$ cat src/rtl/pool_window_2x2_pkg.sv
// Shared types and helpers for the 2x2 stride-2 max-pool stage.
package pool_window_2x2_pkg;

    typedef enum logic {
        ROW_EVEN = 1'b0,
        ROW_ODD  = 1'b1
    } row_state_e;

    // Counter/address width for a range of v values; never less than one bit.
    function automatic int unsigned clog2(input int unsigned v);
        int unsigned r;
        r = 0;
        while ((32'd1 << r) < v) r++;
        return (r == 0) ? 1 : r;
    endfunction

    function automatic int unsigned half_w(input int unsigned img_w);
        return img_w / 2;
    endfunction

    // Compare-based signed max; ties return a.
    function automatic logic signed [31:0] smax(input logic signed [31:0] a,
                                                input logic signed [31:0] b);
        return (a >= b) ? a : b;
    endfunction

endpackage

$ cat src/rtl/pool_window_2x2_if.sv
// Input pixel stream and pooled output stream of the max-pool stage.
interface pool_window_2x2_if #(
    parameter int unsigned WIDTH = 9
);
    logic                    in_valid;
    logic                    in_ready;
    logic signed [WIDTH-1:0] in_data;
    logic                    out_valid;
    logic                    out_ready;
    logic signed [WIDTH-1:0] out_data;
    logic                    out_last;

    modport master (
        output in_valid, in_data, out_ready,
        input  in_ready, out_valid, out_data, out_last
    );

    modport slave (
        input  in_valid, in_data, out_ready,
        output in_ready, out_valid, out_data, out_last
    );
endinterface

$ cat src/rtl/pool_window_2x2_max2.sv
// Combinational signed max of two pixels.
module pool_window_2x2_max2
    import pool_window_2x2_pkg::*;
#(
    parameter int unsigned WIDTH = 9
) (
    input  logic signed [WIDTH-1:0] a,
    input  logic signed [WIDTH-1:0] b,
    output logic signed [WIDTH-1:0] y
);
    assign y = WIDTH'(smax(32'(a), 32'(b)));
endmodule

$ cat src/rtl/pool_window_2x2.sv
// Streaming 2x2 stride-2 max-pool: horizontal pair maxima of even rows are kept
// in a half-width line buffer and merged with the odd row's pairs.
module pool_window_2x2
    import pool_window_2x2_pkg::*;
#(
    parameter int unsigned WIDTH = 9,
    parameter int unsigned IMG_W = 28,
    parameter int unsigned IMG_H = 28
) (
    input logic        clk,
    input logic        rst_n,
    pool_window_2x2_if.slave io
);
    localparam int unsigned HALF_W = half_w(IMG_W);
    localparam int unsigned COL_W  = clog2(IMG_W);
    localparam int unsigned ROW_W  = clog2(IMG_H);
    localparam int unsigned ADDR_W = clog2(HALF_W);
    localparam logic [COL_W-1:0] COL_LAST = COL_W'(IMG_W - 1);
    localparam logic [ROW_W-1:0] ROW_LAST = ROW_W'(IMG_H - 1);

    logic [COL_W-1:0]        col_q, col_d;
    logic [ROW_W-1:0]        row_q, row_d;
    row_state_e              state_q, state_d;
    logic signed [WIDTH-1:0] hold_q, hold_d;
    logic                    out_valid_q, out_valid_d;
    logic signed [WIDTH-1:0] out_data_q, out_data_d;
    logic                    out_last_q, out_last_d;

    logic signed [WIDTH-1:0] lbuf_q [HALF_W];
    logic [ADDR_W-1:0]       lbuf_addr;
    logic                    lbuf_we;
    logic signed [WIDTH-1:0] lbuf_rd;
    logic signed [WIDTH-1:0] h_max;
    logic signed [WIDTH-1:0] v_max;
    logic                    in_ready;
    logic                    accept;

    assign in_ready  = !out_valid_q || io.out_ready;
    assign accept    = io.in_valid && in_ready;
    assign lbuf_addr = ADDR_W'(col_q >> 1);
    assign lbuf_rd   = lbuf_q[lbuf_addr];

    pool_window_2x2_max2 #(.WIDTH(WIDTH)) u_hmax (.a(hold_q),  .b(io.in_data), .y(h_max));
    pool_window_2x2_max2 #(.WIDTH(WIDTH)) u_vmax (.a(lbuf_rd), .b(h_max),      .y(v_max));

    always_comb begin
        col_d       = col_q;
        row_d       = row_q;
        state_d     = state_q;
        hold_d      = hold_q;
        out_valid_d = out_valid_q;
        out_data_d  = out_data_q;
        out_last_d  = out_last_q;
        lbuf_we     = 1'b0;

        // Drain first so that a load in the same cycle overrides it.
        if (out_valid_q && io.out_ready) out_valid_d = 1'b0;

        if (accept) begin
            if (col_q == COL_LAST) begin
                col_d   = '0;
                row_d   = (row_q == ROW_LAST) ? '0 : row_q + ROW_W'(1);
                state_d = (state_q == ROW_EVEN) ? ROW_ODD : ROW_EVEN;
            end else begin
                col_d = col_q + COL_W'(1);
            end

            if (!col_q[0]) begin
                hold_d = io.in_data;
            end else if (state_q == ROW_EVEN) begin
                lbuf_we = 1'b1;
            end else begin
                out_valid_d = 1'b1;
                out_data_d  = v_max;
                out_last_d  = (row_q == ROW_LAST) && (col_q == COL_LAST);
            end
        end
    end

    always_ff @(posedge clk) begin
        if (!rst_n) begin
            col_q       <= '0;
            row_q       <= '0;
            state_q     <= ROW_EVEN;
            hold_q      <= '0;
            out_valid_q <= 1'b0;
            out_data_q  <= '0;
            out_last_q  <= 1'b0;
        end else begin
            col_q       <= col_d;
            row_q       <= row_d;
            state_q     <= state_d;
            hold_q      <= hold_d;
            out_valid_q <= out_valid_d;
            out_data_q  <= out_data_d;
            out_last_q  <= out_last_d;
        end
    end

    always_ff @(posedge clk) begin
        if (lbuf_we) lbuf_q[lbuf_addr] <= h_max;
    end

    assign io.in_ready  = in_ready;
    assign io.out_valid = out_valid_q;
    assign io.out_data  = out_data_q;
    assign io.out_last  = out_last_q;
endmodule

$ cat src/flat_wrapper.sv
// flat-port wrapper written by rule: the top's interface ports become plain ports
module pool_window_2x2_flat import pool_window_2x2_pkg::*;
#(
    parameter int unsigned WIDTH = 9,
    parameter int unsigned IMG_W = 28,
    parameter int unsigned IMG_H = 28
)
  (clk, rst_n, io_in_valid, io_in_data, io_out_ready, io_in_ready, io_out_valid, io_out_data, io_out_last);
  pool_window_2x2_if #(.WIDTH(WIDTH)) io_i ();
  input logic clk;
  input logic rst_n;
  input wire logic [$bits(io_i.in_valid)-1:0] io_in_valid;
  input wire logic [$bits(io_i.in_data)-1:0] io_in_data;
  input wire logic [$bits(io_i.out_ready)-1:0] io_out_ready;
  output wire logic [$bits(io_i.in_ready)-1:0] io_in_ready;
  output wire logic [$bits(io_i.out_valid)-1:0] io_out_valid;
  output wire logic [$bits(io_i.out_data)-1:0] io_out_data;
  output wire logic [$bits(io_i.out_last)-1:0] io_out_last;
  assign io_i.in_valid = io_in_valid;
  assign io_i.in_data = io_in_data;
  assign io_i.out_ready = io_out_ready;
  assign io_in_ready = io_i.in_ready;
  assign io_out_valid = io_i.out_valid;
  assign io_out_data = io_i.out_data;
  assign io_out_last = io_i.out_last;
  pool_window_2x2 #(.WIDTH(WIDTH), .IMG_W(IMG_W), .IMG_H(IMG_H)) u_core (.clk(clk), .rst_n(rst_n), .io(io_i));
endmodule
$ cat config.mk
export PLATFORM = sky130hd
export DESIGN_NAME = pool_window_2x2_flat
export DESIGN_NICKNAME = d
export VERILOG_FILES = /design/src/rtl/pool_window_2x2_pkg.sv /design/src/rtl/pool_window_2x2_if.sv /design/src/rtl/pool_window_2x2_max2.sv /design/src/rtl/pool_window_2x2.sv /design/src/flat_wrapper.sv
export SDC_FILE = /design/constraint.sdc
export NUM_CORES = 1
export LEC_CHECK = 0
export ABC_AREA = 0
export CORE_MARGIN = 1.5
export CORE_UTILIZATION = 55
export DETAILED_ROUTE_END_ITERATION = 10
export PLACE_DENSITY = 0.76
export REMOVE_ABC_BUFFERS = 1
export SLEW_MARGIN = 5
export SYNTH_ARGS = -nofsm -noshare
export SYNTH_HDL_FRONTEND = slang
export SYNTH_SLANG_ARGS = --single-unit
$ cat constraint.sdc
create_clock -name clk -period 5.59 [get_ports clk]
set_clock_uncertainty 0.2 [all_clocks]
set_input_delay 0.559 -clock clk [delete_from_list [all_inputs] [get_ports clk]]
set_output_delay 0.559 -clock clk [all_outputs]
set_load 0.005 [all_outputs]
==> qor.yml, run 1 <==
end_kind: "flop"
fill_cells: 916
yosysSeqAreaShare_pct: 64.9
ir_drop_v: 0.000158
yosysMostFrequentCell: "edfxtp_1"
cts_buffer_depth: 2
die_w_um: 115
grt_max_degree: 34
endpoint: "u_core.io.out_data[3]"
first_global_vias: 4107
drt_iter0_markers: 330
drive_gt1_share_pct: 9.41
netlist_top_cells_area: "edfxtp_1 (55%), dfxtp_1 (10%), mux2i_1 (9.8%), ha_1 (3.6%), nor2_1 (3.3%)"
p_leak_nw: 2.68
ff2ff_path_depth: 15
met2_usage_pct: 36.0
gr-total-overflow: 0
clock_sinks: 161
fin_crit_sh_pct: 79.2
r2r_start: "u_core.hold_q[3]"
area_growth_pct: 14.0
pin_count: 25
start_util_pct: 57.1
status: "finished, final reports clean"
cts_hold_buf: 0
antenna_found_initial: 0
placementRows: 40
multiInputGateArea_um2: 2220
wl_per_cell_um: 18.4
rsz0062_at_grt: "no"
met1_usage_pct: 30.4
p_sw_w: 0.000599
worstMarginPinSlew_ps: 1180
grt_pass1_wl_um: 22000
cts_resized: 0
crit_fanout: 15
synth_warnings: 0
clockRootBuffer: "clkbuf_16"
holdWs_ps: 279
async_flop_share_pct: 0
die_y_um: 115
period_needed_ps: 4430
critical_path_class: "input port to flop"
cts_tree: "yes"
crit_arrival_ps: 4560
clkSlewWorstSetupHoldPaths_ps: 60
track_usage_pct: 22.8
dp_cells: 710
fin_util_pct: 65.1
via_count: 4225
slew_headroom_pct: 21.0
post-dp-hpwl_um: 9170
cts_max_level: 4
drc: 0
netlist-cell-type-count: 40
gp_congestion: 0.933
hold_viol: 0
synth_top_area_share_pct: 54.7
synth-edff-count: 126
synth_common_cells: "edfxtp_1 (126), mux2i_1 (68), nor2_1 (60), nand2_1 (36), dfxtp_1 (35)"
ant_nets: 0
final_nets: 594
worstPathRequired_ps: 5720
fin_cells: 742
core_area_um2: 12100
wl_um: 13700
cts_made_buffers: 17
clkPwrFrac_pct: 41.8
p_sw_share_pct: 23.0
die_area_um2: 13200
yosys_most_used_dff: "edfxtp_1"
r2r_end: "u_core.io.out_data[3]"
syn_inst: 532
maxSlewViolCount: 0
io_buffer_count: 24
vias_per_cell: 5.69
maxCapViolCount: 0
reg2reg_slack_ps: 1520
yosysTopAreaCell: "edfxtp_1"
first_pass_iters: 5
p_int_w: 0.00200
antenna_cells_inserted: 0
cts_setup_buffers: 0
pwr-share-comb_pct: 6.9
clk_latency_ps: 420
clock.fmax_mhz: 226
synth_area_um2: 6910
avgSynthCellArea_um2: 13.0
seqPwrFrac_pct: 51.3
start_kind: "input port"
regArea_um2: 4490
hp-class: "flop to flop"
setup_viol_count_final: 0
grt.busiest_layer: "met2"
crit_start: "io_in_data[3]"
cellPowerDensity_nw_per_um2: 330
setup_tns_ps: 0
grtUsageMet3_pct: 5.75
synth_seq_cells: 161
==> critical path: stages <==
cell and delay [ps]:
clkdlybuf4s50_1 510, inv_1 60, ha_1 320, a21oi_1 170, nand2_1 70, a211o_1 290, a31oi_1 220, buf_4 210
mux2i_1 270, inv_1 250, ha_1 350, nand2b_1 130, a21o_1 170, a21oi_1 130, o21ai_1 110, or3_1 480
o221ai_1 250
==> cells in the final DEF, fill, tap and decap left out, types with 17 or more instances in the layout <==
| master | instances |
|---|---|
| edfxtp_1 | 126 |
| a21oi_1 | 21 |
| ha_1 | 20 |
| clkdlybuf4s50_1 | 24 |
| nand2_1 | 36 |
| nor2_1 | 60 |
| clkbuf_16 | 17 |
| inv_1 | 29 |
| o22ai_1 | 19 |
| dfxtp_1 | 34 |
| mux2i_1 | 68 |
==> registers in the layout, summed over array words and instances (netlist names), named ones only <==
name                 cells
u_core.io.out_data       9
u_core.io.out_valid      1
u_core.lbuf_q          126
u_core.state_q           1
u_core.hold_q            9
u_core.io.out_last       1
u_core.col_q             5
u_core.row_q             5
==> cell families after synthesis <==
| logic type | count (synthesis) | share of synthesized area (%) |
|---|---|---|
| xor+xnor | 1 | 0.127 |
| mux | 76 | 11.4 |
| simple gates | 156 | 10.8 |
| flops | 161 | 64.9 |
| compound gates | 69 | 6.12 |
| fa+ha+maj | 20 | 3.62 |
| buf+inv | 49 | 3.02 |
==> power by group through the flow <==
stage | Combinational (W) | Clock, W | Sequential [W]
floorplan | 0.000114 | 0 | 0.00136
global placement | 0.000172 | 0 | 0.00136
detailed placement | 0.000179 | 0 | 0.00136
CTS | 0.000180 | 0.00110 | 0.00134
global route | 0.000198 | 0.00116 | 0.00134
finish | 0.000180 | 0.00109 | 0.00134
==> final cells by class <==
class                   instances  area share [%]
clock buffers                  17            5.40
well taps                     168            2.67
clock inverters                15            1.70
repair buffers                 30            3.78
multi-input cells             322            28.2
flip-flops and latches        161            56.9
inverters                      29            1.38
==> metrics by stage <==
step / setup WS, ps / cell area [um2] / total power [W]
2_1_floorplan: 1020 / 6810 / 0.00147
3_3_place_gp: 906 / 7320 / 0.00153
3_5_place_dp: 764 / 7320 / 0.00154
4_1_cts: 1190 / 7880 / 0.00262
5_1_grt: 878 / 7880 / 0.00269
6_report: 1160 / 7880 / 0.00260
==> how the worst min path moves through the flow <==
stage	from	end	slack, ps	depth (start not counted)
finish	u_core.io.out_data[4]	u_core.io.out_data[4]	280	2
global route	u_core.row_q[1]	u_core.row_q[1]	310	2
CTS	u_core.io.out_data[8]	u_core.io.out_data[8]	280	2
detailed placement	u_core.io.out_data[2]	u_core.io.out_data[2]	260	2
global placement	u_core.io.out_data[8]	u_core.io.out_data[8]	250	2
floorplan	u_core.row_q[1]	u_core.row_q[1]	250	2
==> per-layer routing <==
layer	wire [um]	up-vias
met4	365	0
met5	0	-
met3	740	25
li1	-	2018
met1	6030	2040
met2	6530	142
(Power assumes the default switching activity.)
==> run 2: changes to the inputs <==
==> constraint.sdc (replaced) <==
create_clock -name clk -period 4.1 [get_ports clk]
set_clock_uncertainty 0.2 [all_clocks]
set_input_delay 0.41 -clock clk [delete_from_list [all_inputs] [get_ports clk]]
set_output_delay 0.41 -clock clk [all_outputs]
set_load 0.005 [all_outputs]
==> run 2 against run 1 <==
Effect of this change:
- die area is the same
- combinational power grew 61%
- sequential power grew 36%
- critical endpoint is now u_core.io.out_data[1]
==> qor.yml, run 2 (synthesis gave the netlist of run 1 again) <==
cellPowerDensity_nw_per_um2: 444
placementRows: 40
maxSlewViolCount: 0
grt_pass1_wl_um: 22800
final_common_cell: "edfxtp_1"
grt_max_degree: 25
crit_arrival_ps: 3990
p_int_w: 0.00281
period_needed_ps: 3860
clkSlewWorstSetupHoldPaths_ps: 60
worstMarginPinSlew_ps: 924
pre_cts_ws_ps: -252
die_y_um: 115
clock.fmax_mhz: 259
pin_count: 25
gp_congestion: 0.890
holdWs_ps: 266
ir_drop_v: 0.000228
fin_ws_ps: 241
via_count: 4384
critical_path_class: "input port to flop"
cts_buffer_depth: 2
slowest_stage: "clkdlybuf4s50_1"
total_power_w: 0.00360
p_sw_w: 0.000790
die_area_um2: 13200
clk_latency_ps: 420
antenna_found_initial: 0
area_growth_pct: 17.3
gr-total-overflow: 0
slew_headroom_pct: 38.2
rsz0062_at_grt: "no"
first_global_vias: 4349
clock_sinks: 161
seqPwrFrac_pct: 50.6
cts_setup_buffers: 0
slowest_delay_ps: 500
fin_crit_sh_pct: 94.1
fin_cells: 771
critical_path.cell_chain: "clkdlybuf4s50_1 > inv_1 > ha_1 > nand4_1 > or3b_1 > a31oi_1 > a31oi_1 > buf_4 > buf_4 > mux2i_2 > ha_1 > and4b_1 > a311oi_1 > o21ai_1 > or3_4 > o221ai_1"
ant_nets: 0
p_leak_nw: 2.82
post-dp-hpwl_um: 9560
drt_iter0_markers: 294
pwr-share-comb_pct: 8.0
clockRootBuffer: "clkbuf_16"
status: "finished, final reports clean"
worstPathRequired_ps: 4230
cts_max_level: 4
crit_fanout: 9
io_buffer_count: 24
cts_made_buffers: 17
wl_um: 14300
regMostFlops: "u_core.lbuf_q"
multiInputGateArea_um2: 2220
drive_gt1_share_pct: 13.4
wl_per_cell_um: 18.5
p_sw_share_pct: 22.0
cts_hold_buf: 0
antenna_cells_inserted: 0
fill_cells: 881
clkPwrFrac_pct: 41.4
core_area_um2: 12100
layout_common_cells: "edfxtp_1 (126), mux2i_1 (68), nor2_1 (60), nand2_1 (36), dfxtp_1 (34)"
first_pass_iters: 6
end_kind: "flop"
regArea_um2: 4490
maxCapViolCount: 0
final_nets: 623
critPathBufInv: 4
drc: 0
cts_tree: "yes"
start_util_pct: 57.1
vias_per_cell: 5.69
setup_viol_count_final: 0
start_kind: "input port"
crit_family: "simple AND/OR/NAND/NOR gates"
hold_viol: 0
hp-class: "flop to flop"
largest_reg_flops: 126
dp_cells: 739
cts_resized: 0
track_usage_pct: 23.4
die_w_um: 115
[run 2: cell types whose count changed in the layout (fill, tap and decap cells not counted), sizes merged]
cell / delta
clkbuf: +3
inv: -5
clkinvlp: +2
clkinv: -1
bufinv: +1
buf: +29
[run 2: worst reg2reg max path: stages, from the launching register on]
cell	delay, ps
dfxtp_1	340
ha_1	320
nand4_1	140
or3b_1	380
a31oi_1	190
a31oi_1	60
buf_4	180
buf_4	140
mux2i_2	190
ha_1	260
and4b_1	190
a311oi_1	290
o21ai_1	130
or3_4	400
o221ai_1	210
[run 2: layer usage]
metal | share of wire (%) | GRT usage (%) | up-vias
li1 | - | - | 2073
met1 | 43 | 30.2 | 2138
met2 | 49 | 38.5 | 157
met3 | 5.4 | 5.69 | 16
met4 | 2.6 | 9.14 | 0
met5 | 0 | 0 | -
[run 2: power groups by stage]
stage	logic, W	registers (W)	clock network [W]
after floorplan	0.000155	0.00185	0
after global placement	0.000275	0.00185	0
after detailed placement	0.000285	0.00185	0
after CTS	0.000287	0.00182	0.00150
after global routing	0.000316	0.00182	0.00156
final	0.000289	0.00182	0.00149
[run 2: worst paths after layout]
| check | cells after the start | end | start | slack [ps] |
|---|---|---|---|---|
| setup / recovery | 16 | u_core.io.out_data[1] | io_in_data[4] | 240 |
| hold / removal | 2 | u_core.io.out_data[8] | u_core.io.out_data[8] | 270 |
| setup reg to reg | 14 | u_core.io.out_data[1] | u_core.hold_q[3] | 420 |
| hold reg to reg | 2 | u_core.io.out_data[8] | u_core.io.out_data[8] | 270 |
[run 2: cell type report]
| type | count | share of cell area [%] |
|---|---|---|
| inverters | 29 | 1.34 |
| clock buffers | 20 | 5.38 |
| flip-flops and latches | 161 | 55.3 |
| multi-input cells | 322 | 27.4 |
| repair buffers | 59 | 6.51 |
| clock inverters | 12 | 1.45 |
| well taps | 168 | 2.59 |
[run 2: through the flow]
step	cell area, um2	setup TNS, ps	util (%)
3_3_place_gp	7550	-775	62.3
3_5_place_dp	7550	-2040	62.3
2_1_floorplan	6810	-2940	-
6_report	8110	0	67.0
5_1_grt	8110	0	67.0
4_1_cts	8110	0	66.9
==> run 3: changes to the inputs <==
--- a/config.mk
+++ b/config.mk
@@ -9,6 +9,7 @@
 export CORE_MARGIN = 1.5
 export CORE_UTILIZATION = 55
 export DETAILED_ROUTE_END_ITERATION = 10
+export GPL_TIMING_DRIVEN = 0
 export PLACE_DENSITY = 0.76
 export REMOVE_ABC_BUFFERS = 1
 export SLEW_MARGIN = 5
==> run 3 against run 2 <==
Effect of this change:
- first-iteration DRC count fell by 14%
- sequential power barely moved
- clock power rose by 4%
- via count fell by 1.3%
- sequential share of layout area rose by 0.62 points
- wire length fell by 1.9%
- global-route usage fell by 0.98 points
- maximum frequency fell by 3.1%
- critical path depth did not move
- cell count fell by 4.0%
- final area fell by 1.0%
- combinational power fell by 5%
- largest cell class unchanged
- largest power group unchanged
- highest routed layer unchanged
==> qor.yml, run 3 (synthesis gave the netlist of run 1 again) <==
cts_tree: "yes"
clockRootBuffer: "clkbuf_16"
drc: 0
worstPathRequired_ps: 4230
critical_path_class: "input port to flop"
io_buffer_count: 24
dp_cells: 705
gp_congestion: 0.894
fin_util_pct: 66.3
maxCapViolCount: 0
period_needed_ps: 3980
critical_path.cell_chain: "clkdlybuf4s50_1 > inv_1 > ha_1 > nand4_1 > or3b_1 > a31oi_4 > a31oi_4 > mux2i_2 > inv_2 > ha_1 > nand2b_1 > a21o_1 > a21oi_1 > o21ai_1 > or3_4 > o221ai_1"
clock.fmax_mhz: 251
maxSlewViolCount: 0
seqPwrFrac_pct: 49.9
largest_reg_flops: 126
cts_max_level: 4
post-dp-hpwl_um: 9100
hold_viol: 0
cts_buffer_depth: 2
worstMarginPinSlew_ps: 1230
die_area_um2: 13200
crit_fanout: 15
clock_sinks: 161
drt_iter0_markers: 252
core_area_um2: 12100
first_global_vias: 4133
fin_crit_sh_pct: 97.1
p_sw_w: 0.000793
wl_per_cell_um: 18.9
area_growth_pct: 16.1
critPathBufInv: 3
start_kind: "input port"
grt_max_degree: 46
pin_count: 25
status: "finished, final reports clean"
clkPwrFrac_pct: 42.6
first_pass_iters: 5
track_usage_pct: 22.4
die_w_um: 115
hp-class: "input port to flop"
crit_arrival_ps: 4110
layout_common_cells: "edfxtp_1 (126), mux2i_1 (67), nor2_1 (60), nand2_1 (36), dfxtp_1 (34)"
slew_headroom_pct: 17.4
crit_family: "simple AND/OR/NAND/NOR gates"
crit_start: "io_in_data[1]"
fin_ws_ps: 119
pwr-share-comb_pct: 7.5
total_power_w: 0.00365
cts_hold_buf: 0
final_common_cell: "edfxtp_1"
clkSlewWorstSetupHoldPaths_ps: 60
cts_made_buffers: 17
end_kind: "flop"
vias_per_cell: 5.85
setup_viol_count_final: 0
p_leak_nw: 2.75
final_nets: 593
placementRows: 40
regMostFlops: "u_core.lbuf_q"
slowest_delay_ps: 560
grt_pass1_wl_um: 21900
p_int_w: 0.00286
cellPowerDensity_nw_per_um2: 455
die_y_um: 115
clk_latency_ps: 420
gr-total-overflow: 0
fin_cells: 740
ir_drop_v: 0.000242
slowest_stage: "clkdlybuf4s50_1"
min-delay-start: "io_in_data[3]"
start_util_pct: 57.1
via_count: 4326
antenna_cells_inserted: 0
wl_um: 14000
drive_gt1_share_pct: 10.8
ant_nets: 0
antenna_found_initial: 0
pre_cts_ws_ps: -1090
p_sw_share_pct: 21.7
rsz0062_at_grt: "no"
## run 3: cell types whose count changed in the layout (fill, tap and decap cells not counted), sizes merged
cell	before	now
clkinv	6	5
clkdlybuf4s50	24	19
or3	4	5
clkinvlp	4	3
bufinv	2	3
buf	35	4
dlymetal6s2s	0	5
## run 3: path summary, 6_finish.rpt
check	endpoint	slack, ps	cells after the start
worst max-delay path	u_core.io.out_data[3]	120	16
worst max register to register	u_core.io.out_data[3]	270	11
worst min register to register	u_core.io.out_data[7]	270	2
worst min-delay path	u_core.hold_q[3]	120	3
## run 3: per-layer routing
metal  wire length (um)  part of all wire, %  global-route usage [%]
met5                  0                    0                       0
met4                312                  2.2                    8.56
met3                776                  5.5                    4.59
met1               6060                   43                    29.6
met2               6870                   49                    36.9
## run 3: final cells by class
cell class              count  area (um2)
repair buffers             28         310
inverters                  29         109
flip-flops and latches    161        4490
clock buffers              20         437
clock inverters            11         140
well taps                 168         210
fillers                   863        4090
multi-input cells         323        2330
## run 3: through the flow
stage,TNS (ps),instance area (um2),hold WS [ps]
2_1_floorplan,-2940,6810,254
3_3_place_gp,-32970,7260,263
3_5_place_dp,-9630,7300,260
4_1_cts,0,7920,274
5_1_grt,0,8030,131
6_report,0,8030,123
## run 3: repair_timing
item | in CTS | in global routing
endpoints found under the setup margin | 9 | 9
setup buffers | 2 | 1
cloned | 0 | 1
gates resized for setup | 4 | 17
pin swaps | 1 | 3
## run 3: worst min-delay path: stages
cell            delay (ps)
dlymetal6s2s_1         160
nand2_1                 70
a21oi_1                 60
## run 3: power groups by stage
stage / clock network [W] / logic, W / registers (W)
2_1_floorplan: 0 / 0.000155 / 0.00185
3_3_place_gp: 0 / 0.000228 / 0.00186
3_5_place_dp: 0 / 0.000242 / 0.00185
4_1_cts: 0.00156 / 0.000253 / 0.00182
5_1_grt: 0.00163 / 0.000299 / 0.00182
6_report: 0.00155 / 0.000274 / 0.00182
